===== src/rtl/sevenseg_arb_pkg.sv =====
`default_nettype none
// ============================================================================
// Module   : sevenseg_arb_pkg
// Purpose  : Shared widths, FSM state encoding and reset constants for the
//            seven-segment display arbiter.
// Contents : NREQ, SRC_W, DATA_W, state_t, PTR_RST, DISP_RST
// Revision : 1.0 - initial release
// ============================================================================
package sevenseg_arb_pkg;

    localparam int NREQ   = 4;
    localparam int SRC_W  = 2;
    localparam int DATA_W = 16;

    typedef enum logic [1:0] {
        IDLE = 2'd0,
        LOAD = 2'd1,
        SHOW = 2'd2
    } state_t;

    // ptr resets to the last index so that requester 0 is searched first.
    localparam logic [SRC_W-1:0]  PTR_RST  = 2'd3;
    localparam logic [DATA_W-1:0] DISP_RST = 16'h0000;

endpackage
`default_nettype wire


===== src/rtl/sevenseg_arbiter_rr_pick.sv =====
`default_nettype none
// ============================================================================
// Module   : rr_pick
// Purpose  : Combinational rotate-priority picker. Search starts at ptr+1 and
//            wraps, so ptr itself has the lowest priority.
// Ports    : pend [NREQ-1:0] in  - pending request flags
//            ptr  [SRC_W-1:0] in - index of the last requester served
//            sel  [SRC_W-1:0] out- chosen requester (0 when none pending)
//            any             out - at least one request pending
// Revision : 1.0 - initial release
// ============================================================================
module rr_pick
    import sevenseg_arb_pkg::*;
(
    input  logic [NREQ-1:0]  pend,
    input  logic [SRC_W-1:0] ptr,
    output logic [SRC_W-1:0] sel,
    output logic             any
);

    logic [SRC_W-1:0] w_idx;

    // Walk offsets from farthest to nearest; the nearest pending index after
    // ptr is written last and therefore wins. Offset NREQ wraps to ptr itself.
    always_comb begin
        sel   = '0;
        w_idx = '0;
        any   = |pend;
        for (int k = NREQ - 1; k >= 0; k--) begin
            w_idx = ptr + SRC_W'(k + 1);
            if (pend[w_idx]) begin
                sel = w_idx;
            end
        end
    end

endmodule
`default_nettype wire


===== src/rtl/sevenseg_arbiter.sv =====
`default_nettype none
// ============================================================================
// Module   : sevenseg_arbiter
// Purpose  : Shares one 4-digit seven-segment display between four
//            requesters. Each requester owns a one-entry slot filled through
//            a valid/ready handshake; a round-robin scheduler moves pending
//            slots to the display and holds each for a minimum dwell time.
// Ports    : clk                in  - system clock
//            reset_b            in  - synchronous active-low reset
//            req_valid  [3:0]   in  - per-requester offer
//            req_data   [63:0]  in  - requester i uses [16i+15:16i]
//            req_ready  [3:0]   out - slot i is empty
//            disp_value [15:0]  out - value to display driver
//            disp_src   [1:0]   out - requester currently displayed
//            disp_valid         out - a value has been loaded since reset
// Params   : DWELL_CYCLES - minimum SHOW cycles per value (1..2^24-1)
// Config   : SEVENSEG_ARB_PRIO_EN - requester 0 preempts the dwell and is
//            always chosen first; it does not move the round-robin pointer.
// Revision : 1.0 - initial release
// ============================================================================
module sevenseg_arbiter
    import sevenseg_arb_pkg::*;
#(
    parameter int unsigned DWELL_CYCLES = 12_000_000
) (
    input  logic                     clk,
    input  logic                     reset_b,
    input  logic [NREQ-1:0]          req_valid,
    input  logic [NREQ*DATA_W-1:0]   req_data,
    output logic [NREQ-1:0]          req_ready,
    output logic [DATA_W-1:0]        disp_value,
    output logic [SRC_W-1:0]         disp_src,
    output logic                     disp_valid
);

    localparam int               CNT_W        = 24;
    localparam logic [CNT_W-1:0] c_dwell_last = CNT_W'(DWELL_CYCLES - 1);

    state_t             r_state;
    state_t             w_state_next;
    logic [NREQ-1:0]    r_pend;
    logic [DATA_W-1:0]  r_slot [NREQ];
    logic [SRC_W-1:0]   r_ptr;
    logic [SRC_W-1:0]   r_sel;
    logic [CNT_W-1:0]   r_cnt;
    logic [DATA_W-1:0]  r_disp_value;
    logic [SRC_W-1:0]   r_disp_src;
    logic               r_disp_valid;

    logic [SRC_W-1:0]   w_pick;
    logic               w_any;
    logic [SRC_W-1:0]   w_sel_next;
    logic               w_take;
    logic               w_dwell_done;

    rr_pick u_rr_pick (
        .pend (r_pend),
        .ptr  (r_ptr),
        .sel  (w_pick),
        .any  (w_any)
    );

    assign req_ready  = ~r_pend;
    assign disp_value = r_disp_value;
    assign disp_src   = r_disp_src;
    assign disp_valid = r_disp_valid;

    // Next-state and selection logic. w_take registers w_sel_next into r_sel
    // on the same edge that enters LOAD.
    always_comb begin
        w_state_next = r_state;
        w_take       = 1'b0;
        w_sel_next   = w_pick;
        w_dwell_done = (r_cnt == c_dwell_last);
`ifdef SEVENSEG_ARB_PRIO_EN
        if (r_pend[0]) begin
            w_sel_next = '0;
        end
`endif
        case (r_state)
            IDLE: begin
                if (w_any) begin
                    w_take       = 1'b1;
                    w_state_next = LOAD;
                end
            end
            LOAD: begin
                w_state_next = SHOW;
            end
            SHOW: begin
`ifdef SEVENSEG_ARB_PRIO_EN
                if (r_pend[0] || (w_dwell_done && w_any)) begin
`else
                if (w_dwell_done && w_any) begin
`endif
                    w_take       = 1'b1;
                    w_state_next = LOAD;
                end
            end
            default: begin
                w_state_next = IDLE;
            end
        endcase
    end

    always_ff @(posedge clk) begin
        if (!reset_b) begin
            r_state <= IDLE;
        end else begin
            r_state <= w_state_next;
        end
    end

    always_ff @(posedge clk) begin
        if (!reset_b) begin
            r_pend       <= '0;
            r_ptr        <= PTR_RST;
            r_sel        <= '0;
            r_cnt        <= '0;
            r_disp_value <= DISP_RST;
            r_disp_src   <= '0;
            r_disp_valid <= 1'b0;
            for (int i = 0; i < NREQ; i++) begin
                r_slot[i] <= '0;
            end
        end else begin
            // A slot being loaded is pending, so it cannot accept this cycle.
            for (int i = 0; i < NREQ; i++) begin
                if ((r_state == LOAD) && (r_sel == SRC_W'(i))) begin
                    r_pend[i] <= 1'b0;
                end else if (req_valid[i] && !r_pend[i]) begin
                    r_pend[i] <= 1'b1;
                    r_slot[i] <= req_data[i*DATA_W +: DATA_W];
                end
            end

            if (w_take) begin
                r_sel <= w_sel_next;
            end

            case (r_state)
                LOAD: begin
                    r_disp_value <= r_slot[r_sel];
                    r_disp_src   <= r_sel;
                    r_disp_valid <= 1'b1;
                    r_cnt        <= '0;
`ifdef SEVENSEG_ARB_PRIO_EN
                    // Requester 0 is served out of band; keep the 1..3 rotation.
                    if (r_sel != '0) begin
                        r_ptr <= r_sel;
                    end
`else
                    r_ptr <= r_sel;
`endif
                end
                SHOW: begin
                    if (r_cnt != c_dwell_last) begin
                        r_cnt <= r_cnt + CNT_W'(1);
                    end
                end
                default: begin
                end
            endcase
        end
    end

endmodule
`default_nettype wire

===== config.mk =====
export PLATFORM = sky130hd
export DESIGN_NAME = sevenseg_arbiter
export DESIGN_NICKNAME = d
export VERILOG_FILES = /design/src/rtl/sevenseg_arb_pkg.sv /design/src/rtl/sevenseg_arbiter_rr_pick.sv /design/src/rtl/sevenseg_arbiter.sv
export SDC_FILE = /design/constraint.sdc
export NUM_CORES = 1
export LEC_CHECK = 0
export BUFFER_PORTS_ARGS = -buffer_cell sky130_fd_sc_hd__buf_2
export CORE_UTILIZATION = 40
export CTS_BUF_LIST = sky130_fd_sc_hd__clkbuf_4 sky130_fd_sc_hd__clkbuf_8 sky130_fd_sc_hd__clkbuf_16
export CTS_CLUSTER_DIAMETER = 40
export DETAILED_ROUTE_END_ITERATION = 6
export SYNTH_ARGS = -nofsm -noshare
export SYNTH_HDL_FRONTEND = slang
export SYNTH_SLANG_ARGS = --single-unit

===== constraint.sdc =====
create_clock -name clk -period 3.15 [get_ports clk]
set_input_delay 0.63 -clock clk [delete_from_list [all_inputs] [get_ports clk]]
set_output_delay 0.63 -clock clk [all_outputs]
set_load 0.1 [all_outputs]

==> reports/metrics.yaml, run 1 <==
status: "finished, final reports clean"
yosysTopAreaCell: "edfxtp_1"
detail-route-antenna-nets: 0
dp_hpwl_um: 8350
combPwrFrac_pct: 15.2
layout.area.seq_um2: 2980
grt_pass1_vias: 4048
setup_viol: 0
grt_antenna_before_repair: 1
net-switching-power_mw: 1.21
io_pins: 93
fin_crit_sh_pct: 69.2
worst_path_most_repeated_cell: "buf_4"
cts_buffers: 17
slowest_stage: "dfxtp_1"
synth-seq-cells: 117
drc: 0
path_max_fanout: 20
grtUsageMet1_pct: 23.5
holdWs_ns: 0.438
rsz0062_at_grt: "false"
power.density_nw_per_um2: 682
initial_core_util_pct: 41.2
crit_chain: "nor2b_2 > buf_4 > and3_1 > nand2b_1 > nor2_1 > buf_4 > and2_1"
port_buffers: 92
peakVddDrop_uv: 393
worst_pin_slew_ns: 0.975
place_congestion: 0.822
critPathLaunchType: "register"
final_core_util_pct: 51.0
clkPwrFrac_pct: 43.6
use_met3_pct: 5.60
synth_edf_count: 64
ys_top_cells_by_count: "nand2_1 (66), and2_1 (65), edfxtp_1 (64)"
async_reset_ff_share_pct: 0
yosysSeqAreaShare_pct: 57.2
post_cts_buffers: 0
grtUsageTotal_pct: 20.8
synth.top_cell.area_share_pct: 36.9
yosysMostFrequentCell: "nand2_1"
rows: 41
synthToLayoutAreaGrowth_pct: 24.0
grt_pass1_wl_um: 20400
cts_resized: 0
syn_nets: 545
die_h_um: 116
yosys_most_used_dff: "edfxtp_1"
overflow: 0
syn_area_per_cell_um2: 11.0
multi_input_area_um2: 2100
worstPathArrival_ns: 2.35
fin_crit_ns: 2.18
cts_buffer_depth: 2
antenna_cells: 0
clk_pin_slew_worst_paths_ns: 0.05
die_x_um: 116
die_area_um2: 13500
swShare_pct: 27.4
cap_violations: 0
via_per_inst: 5.29
grt_max_degree: 37
num_vias: 3997
internal_power_mw: 3.20
drive_above_1_share_pct: 27.1
slowest_delay_ns: 0.60
fin_nets: 642
fillers: 1163
syn_inst: 474
hold_buffers: 0
drt_first_pass_iters: 4
p_leak_nw: 2.47
synth_area_um2: 5220
hp-class: "primary input to register"
busiest_layer: "met2"
final_max_slew_viol_count: 0
setup-tns-final_ns: 0
use_met2_pct: 36.7
cts_tree: "built"
cts_root_buffer: "clkbuf_16"
wire_per_inst_um: 16.6
hold_viol: 0
worstSkewPairLatency_ns: 0.42
wirelength_um: 12500
drt_iter0_markers: 265
htreeDepth: 4
pwr-share-seq_pct: 41.2
clock_sinks: 117
max_slew_margin_pct: 34.7
synth.area.top_cells: "edfxtp_1 (37%), dfxtp_1 (20%), and2_1 (7.8%)"
critPathCaptureType: "register"
worstSetupPathType: "register to register"
required_ns: 3.32
finClkSkew_ns: 0.00699
coreArea_um2: 12700
clock.fmax_ghz: 0.459
synth_cell_type_count: 48
ys.warnings.count: 0
flip-flops by register name (all words and copies together) (netlist names):
name,cells
r_slot,64
r_ptr,2
r_pend,4
r_cnt,24
r_sel,2
disp_value,16
disp_valid,1
disp_src,2
r_state,2
cells in the final DEF (no fill, tap or decap), drive strengths merged, types with 6 or more instances in the layout:
master,n
and2,65
nor2,27
edfxtp,64
o21ai,14
dfxtp,53
or4,9
a21oi,40
nand2b,7
clkinv,9
buf,104
nand4,7
nand3,14
inv,6
clkbuf,18
nand2,67
mux4,16
through the flow:
step           setup slack, ns  power [mW]  instances  instance area (um2)
6_report                 0.971        4.41        756                 6470
5_1_grt                  0.705        4.58        756                 6470
4_1_cts                  0.884        4.46        756                 6470
3_5_place_dp             0.789        2.52        724                 5870
3_3_place_gp             0.890        2.51        724                 5870
2_1_floorplan            0.431        2.33        474                 5220
worst max-delay path, delay by kind of cell (launching register included):
kind | cells | cell delay (ns)
and+or+nand+nor | 5 | 0.85
DFF | 1 | 0.60
buffers and inverters | 2 | 0.48
power by group through the flow:
stage                     Clock, mW  Sequential, mW  Combinational [mW]
after floorplan                   0            1.97               0.363
after global routing           2.02            1.83               0.722
after global placement            0            1.84               0.666
final                          1.92            1.82               0.670
after CTS                      1.96            1.82               0.677
after detailed placement          0            1.85               0.674
layer usage:
| layer | part of all wire (%) | up-vias |
|---|---|---|
| li1 | - | 1939 |
| met1 | 42 | 1912 |
| met2 | 52 | 118 |
| met3 | 4.8 | 26 |
| met4 | 2.0 | 2 |
| met5 | 0.064 | - |
logic make-up after synthesis:
family | count (synthesis) | synth area share (%)
AND/OR/NAND/NOR | 221 | 22.4
multiplexers | 18 | 7.29
flip-flops | 117 | 57.2
adder cells (fa/ha/maj) | 1 | 0.240
buffers and inverters | 32 | 2.85
AO/OA/AOI/OAI | 85 | 10.1
cell type report:
type / instances / share of cell area [%]
clock buffer: 18 / 6.70
clock inverter: 14 / 2.50
inverter: 6 / 0.348
multi-input combinational: 325 / 32.5
sequential: 117 / 46.1
tap: 172 / 3.33
timing repair buffer: 104 / 8.51
final timing paths:
path | from | endpoint | slack (ns) | cells after the start
worst min-delay path | req_valid[3] | r_pend[3] | 0.44 | 3
worst max-delay path | r_state[0] | r_slot[3][10] | 0.97 | 7
worst min register to register | disp_value[8] | disp_value[8] | 0.45 | 2
worst max register to register | r_state[0] | r_slot[3][10] | 0.97 | 7
No activity file was read; power rests on OpenSTA's default activity.
==> inputs of run 2 (changes only) <==
==> constraint.sdc (replaced) <==
create_clock -name clk -period 2.13 [get_ports clk]
set_input_delay 0.426 -clock clk [delete_from_list [all_inputs] [get_ports clk]]
set_output_delay 0.426 -clock clk [all_outputs]
set_load 0.1 [all_outputs]
==> reports/metrics.yaml, run 2 (synthesis gave the netlist of run 1 again) <==
status: "finished, final reports clean"
hold_depth: 3  # unchanged
reg2reg_from: "r_cnt[15]"
required_ns: 2.44  # -0.88 ns
grt_pass1_wl_um: 20800  # +2.0%
die_x_um: 116  # unchanged
layout_commonest_cell: "buf_2"
power_mw: 6.55  # +48%
holdWs_ns: 0.237  # -0.201 ns
hold_buffers: 0  # unchanged
cts_buffers: 17  # unchanged
worstRegToRegCells: 4  # -3
setup_slack_ns: 0.136  # -0.835 ns
clock.fmax_ghz: 0.502  # +9.3%
cts_buffer_depth: 2  # unchanged
overflow: 0  # unchanged
power.density_nw_per_um2: 991  # +45%
max_slew_margin_pct: 30.4  # -4.3 points
fin_crit_ns: 1.99  # -0.185 ns
setup_viol: 0  # unchanged
port_buffers: 92  # unchanged
final_max_slew_viol_count: 0  # unchanged
wire_per_inst_um: 16.4  # -0.96%
fin_nets: 658  # +2.5%
path_max_fanout: 8  # -60%
critPathCaptureType: "register"
via_per_inst: 5.22  # -1.3%
worstSetupPathType: "register to register"
hold_viol: 0  # unchanged
worstPathArrival_ns: 2.30  # -0.05 ns
detail-route-antenna-nets: 0  # unchanged
crit_chain: "or4b_1 > or3_4 > o21a_1 > a311oi_1"
grtUsageTotal_pct: 21.0  # +0.20 points
grt_pass1_vias: 4148  # +2.5%
initial_core_util_pct: 41.2  # unchanged
slowest_stage: "or4b_1"
num_vias: 4027  # +0.75%
worst_pin_slew_ns: 1.04  # +0.0683 ns
rsz0062_at_grt: "false"
whs_endpoint: "r_pend[3]"
worstHoldStart: "req_valid[3]"
drt_iter0_markers: 219  # -17%
cts_tree: "built"
clk_pin_slew_worst_paths_ns: 0.05  # about the same
htreeDepth: 4  # unchanged
regMostFlops: "r_slot"
cts_root_buffer: "clkbuf_16"
drive_above_1_share_pct: 29.0  # +1.9 points
coreArea_um2: 12700  # unchanged
setup-tns-final_ns: 0  # unchanged
grt_antenna_before_repair: 0  # -1
critPathLaunchType: "register"
die_area_um2: 13500  # unchanged
cap_violations: 0  # unchanged
largest_register_ffs: 64  # unchanged
ff2ff_setup_slack_ns: 0.14  # -0.83 ns
drt_first_pass_iters: 4  # unchanged
wirelength_um: 12700  # +1.1%
io_pins: 93  # unchanged
final_core_util_pct: 52.2  # +1.1 points
pre_cts_slack_ns: 0.0783  # -0.711 ns
layout_common_cells: "buf_2 (92), nand2_1 (66), and2_1 (65)"
place_congestion: 0.867  # +5.5%
p_leak_nw: 2.55  # +3.3%
slowest_delay_ns: 0.51  # -0.09 ns
crit_family: "simple AND/OR/NAND/NOR gates"
fin_crit_sh_pct: 93.6  # +24 points
synthToLayoutAreaGrowth_pct: 26.7
r2r-end: "r_cnt[2]"
dp_hpwl_um: 8820  # +5.6%
critPathBufInv: 0  # -2
hp-class: "primary input to register"
rows: 41  # unchanged
antenna_cells: 0  # unchanged
die_h_um: 116  # unchanged
finClkSkew_ns: 0.0151  # +0.00810 ns
drc: 0  # unchanged
peakVddDrop_uv: 639  # +63%
worstSkewPairLatency_ns: 0.42  # about the same
clock_sinks: 117  # unchanged
grt_max_degree: 32  # -14%
[run 2: layer usage]
layer / up-vias / global-route usage (%) / wire, um
li1: 1969 / - / -
met3: 11 / 5.81 / 699
met1: 1939 / 24.8 / 5160
met4: 0 / 7.18 / 106
met2: 108 / 36.7 / 6710
met5: - / 0 / 0
[run 2: power by group]
| part | internal (mW) | switching [mW] | leakage (nW) | total [mW] |
|---|---|---|---|---|
| Sequential | 2.58 | 0.0877 | 1.12 | 2.66 |
| Combinational | 0.359 | 0.700 | 1.15 | 1.06 |
| Clock | 1.82 | 1.01 | 0.277 | 2.82 |
[run 2: area by class of cell]
| type | instances | area (um2) |
|---|---|---|
| Clock buffer | 17 | 425 |
| Clock inverter | 15 | 163 |
| Fill cell | 1183 | 6060 |
| Inverter | 6 | 22.5 |
| Multi-Input combinational cell | 325 | 2100 |
| Sequential cell | 117 | 2980 |
| Tap cell | 172 | 215 |
| Timing Repair Buffer | 120 | 696 |
[run 2: worst max-delay path by stage]
stage,startpoint,to,depth (start not counted)
after floorplan,r_pend[1],r_slot[1][0],3
after global placement,r_cnt[6],r_cnt[22],5
after detailed placement,r_state[0],r_slot[3][4],5
after CTS,r_state[0],r_slot[3][4],5
after global routing,r_state[0],r_slot[2][12],5
final,r_cnt[15],r_cnt[2],4
[run 2: timing repair]
| item | in CTS | in global routing |
|---|---|---|
| setup buffers | 0 | 0 |
| endpoints found under the hold margin | 0 | 0 |
| setup endpoints to repair | 0 | 17 |
| gates resized for setup | 0 | 2 |
[run 2: worst register-to-register path: stages (launching register included)]
cell and delay, ns:
dfxtp_1 0.31, or4b_1 0.51, or3_4 0.43, o21a_1 0.30, a311oi_1 0.34
[run 2: stage by stage]
| step | area (um2) | cells |
|---|---|---|
| detailed placement | 6020 | 740 |
| floorplan | 5230 | 474 |
| global placement | 6020 | 740 |
| finish | 6610 | 772 |
| global route | 6610 | 772 |
| CTS | 6610 | 772 |
==> inputs of run 3 (changes only) <==
--- a/config.mk
+++ b/config.mk
@@ -7,9 +7,10 @@
 export LEC_CHECK = 0
 export BUFFER_PORTS_ARGS = -buffer_cell sky130_fd_sc_hd__buf_2
 export CORE_UTILIZATION = 40
-export CTS_BUF_LIST = sky130_fd_sc_hd__clkbuf_4 sky130_fd_sc_hd__clkbuf_8 sky130_fd_sc_hd__clkbuf_16
+export CTS_BUF_LIST = sky130_fd_sc_hd__clkbuf_2
 export CTS_CLUSTER_DIAMETER = 40
 export DETAILED_ROUTE_END_ITERATION = 6
+export SKIP_CTS_REPAIR_TIMING = 1
 export SYNTH_ARGS = -nofsm -noshare
 export SYNTH_HDL_FRONTEND = slang
 export SYNTH_SLANG_ARGS = --single-unit
==> constraint.sdc (replaced) <==
create_clock -name clk -period 2 [get_ports clk]
set_input_delay 0.4 -clock clk [delete_from_list [all_inputs] [get_ports clk]]
set_output_delay 0.4 -clock clk [all_outputs]
set_load 0.1 [all_outputs]
==> reports/metrics.yaml, run 3 (synthesis gave the netlist of run 1 again) <==
power.density_nw_per_um2: 826  # -17%
critPathCaptureType: "register"
status: "finished, final reports clean"
worstSkewPairLatency_ns: 0.67  # +0.25 ns
port_buffers: 92  # unchanged
worstPathArrival_ns: 2.57  # +0.27 ns
finClkSkew_ns: 0.0332  # +0.0181 ns
final_max_slew_viol_count: 0  # unchanged
cts_buffers: 17  # unchanged
critPathLaunchType: "register"
grt_pass1_vias: 4090  # -1.4%
rows: 41  # unchanged
cts_tree: "built"
coreArea_um2: 12700  # unchanged
instances_no_fill: 857  # +11%
drc: 0  # unchanged
die_area_um2: 13500  # unchanged
die_h_um: 116  # unchanged
htreeDepth: 4  # unchanged
layout_commonest_cell: "buf_2"
synthToLayoutAreaGrowth_pct: 38.8
peakVddDrop_uv: 508  # -20%
setup-tns-final_ns: 0  # unchanged
die_x_um: 116  # unchanged
grt_pass1_wl_um: 20300  # -2.2%
overflow: 0  # unchanged
place_inst: 755  # +2.0%
wirelength_um: 13800  # +8.6%
layout_common_cells: "buf_2 (88), nand2_1 (66), dlygate4sd3_1 (66)"
regMostFlops: "r_slot"
grtUsageMet1_pct: 23.4  # -1.4 points
worst_pin_slew_ns: 1.02  # -0.0272 ns
use_met3_pct: 4.93  # -0.88 points
via_per_inst: 5.21  # about the same
wire_per_inst_um: 16.1  # -2.2%
place_congestion: 0.818  # -5.6%
setup_slack_ns: 0.0191  # -0.117 ns
max_slew_margin_pct: 32.2  # +1.8 points
antenna_cells: 0  # unchanged
holdWs_ns: 0.0421  # -0.195 ns
largest_register_ffs: 64  # unchanged
initial_core_util_pct: 41.2  # unchanged
design_area_um2: 7240  # +9.5%
drt_first_pass_iters: 4  # unchanged
p_leak_nw: 2.83  # +11%
use_met2_pct: 36.6  # -0.079 points
power_mw: 5.98  # -8.7%
clock_sinks: 117  # unchanged
grt_max_degree: 37  # +16%
fin_crit_sh_pct: 99.0  # +5.4 points
grtUsageTotal_pct: 20.5  # -0.43 points
dp_hpwl_um: 8920  # +1.1%
drive_above_1_share_pct: 31.4  # +2.4 points
path_max_fanout: 5  # -3
drt_iter0_markers: 281  # +28%
setup_viol: 0  # unchanged
num_vias: 4467  # +11%
fin_crit_ns: 1.98  # -0.0129 ns
fin_nets: 745  # +13%
clk_pin_slew_worst_paths_ns: 0.16  # +0.11 ns
final_core_util_pct: 57.1  # +5.0 points
worstSetupPathType: "register to register"
rsz0062_at_grt: "true"
busiest_layer: "met2"
cts_buffer_depth: 2  # unchanged
clock.fmax_ghz: 0.505  # +0.65%
io_pins: 93  # unchanged
hp-class: "primary input to register"
pre_cts_slack_ns: -0.0746  # -0.153 ns
cts_root_buffer: "clkbuf_2"
detail-route-antenna-nets: 0  # unchanged
fillers: 1075  # -9.1%
placed_area_um2: 6140  # +2.1%
required_ns: 2.59  # +0.15 ns
grt_antenna_before_repair: 0  # unchanged
hold_viol: 0  # unchanged
cap_violations: 0  # unchanged
run 3: area by class of cell:
class | instances | area, um2 | share of cell area, %
clock buffer | 20 | 100 | 1.38
clock inverter | 10 | 184 | 2.54
inverter | 6 | 33.8 | 0.467
multi-input combinational | 325 | 2170 | 29.9
sequential | 117 | 2990 | 41.3
tap | 172 | 215 | 2.97
timing repair buffer | 207 | 1550 | 21.4
run 3: final timing paths:
| check | slack, ns | start | cells after the start | endpoint |
|---|---|---|---|---|
| worst min register to register | 0.46 | disp_value[8] | 2 | disp_value[8] |
| worst max-delay path | 0.02 | r_cnt[22] | 7 | r_cnt[7] |
| worst min-delay path | 0.04 | req_data[36] | 2 | r_slot[2][4] |
| worst max register to register | 0.02 | r_cnt[22] | 7 | r_cnt[7] |
run 3: critical path: stages (launching register included):
cell and delay, ns:
dfxtp_2 0.36, or4b_1 0.49, or3_4 0.38, o21ai_4 0.19, buf_6 0.15, buf_6 0.11, o211ai_1 0.08, a21oi_1 0.16
run 3: report_power, final:
group	switching [mW]	total [mW]	internal, mW
logic	0.801	1.33	0.527
clock network	0.883	1.83	0.946
registers	0.0841	2.82	2.74
total	1.77	5.98	4.21
run 3: layer usage:
layer | vias up | share of wire, %
met5 | - | 0
met4 | 0 | 2.1
met3 | 26 | 4.9
met2 | 145 | 54
met1 | 2149 | 39
li1 | 2147 | -
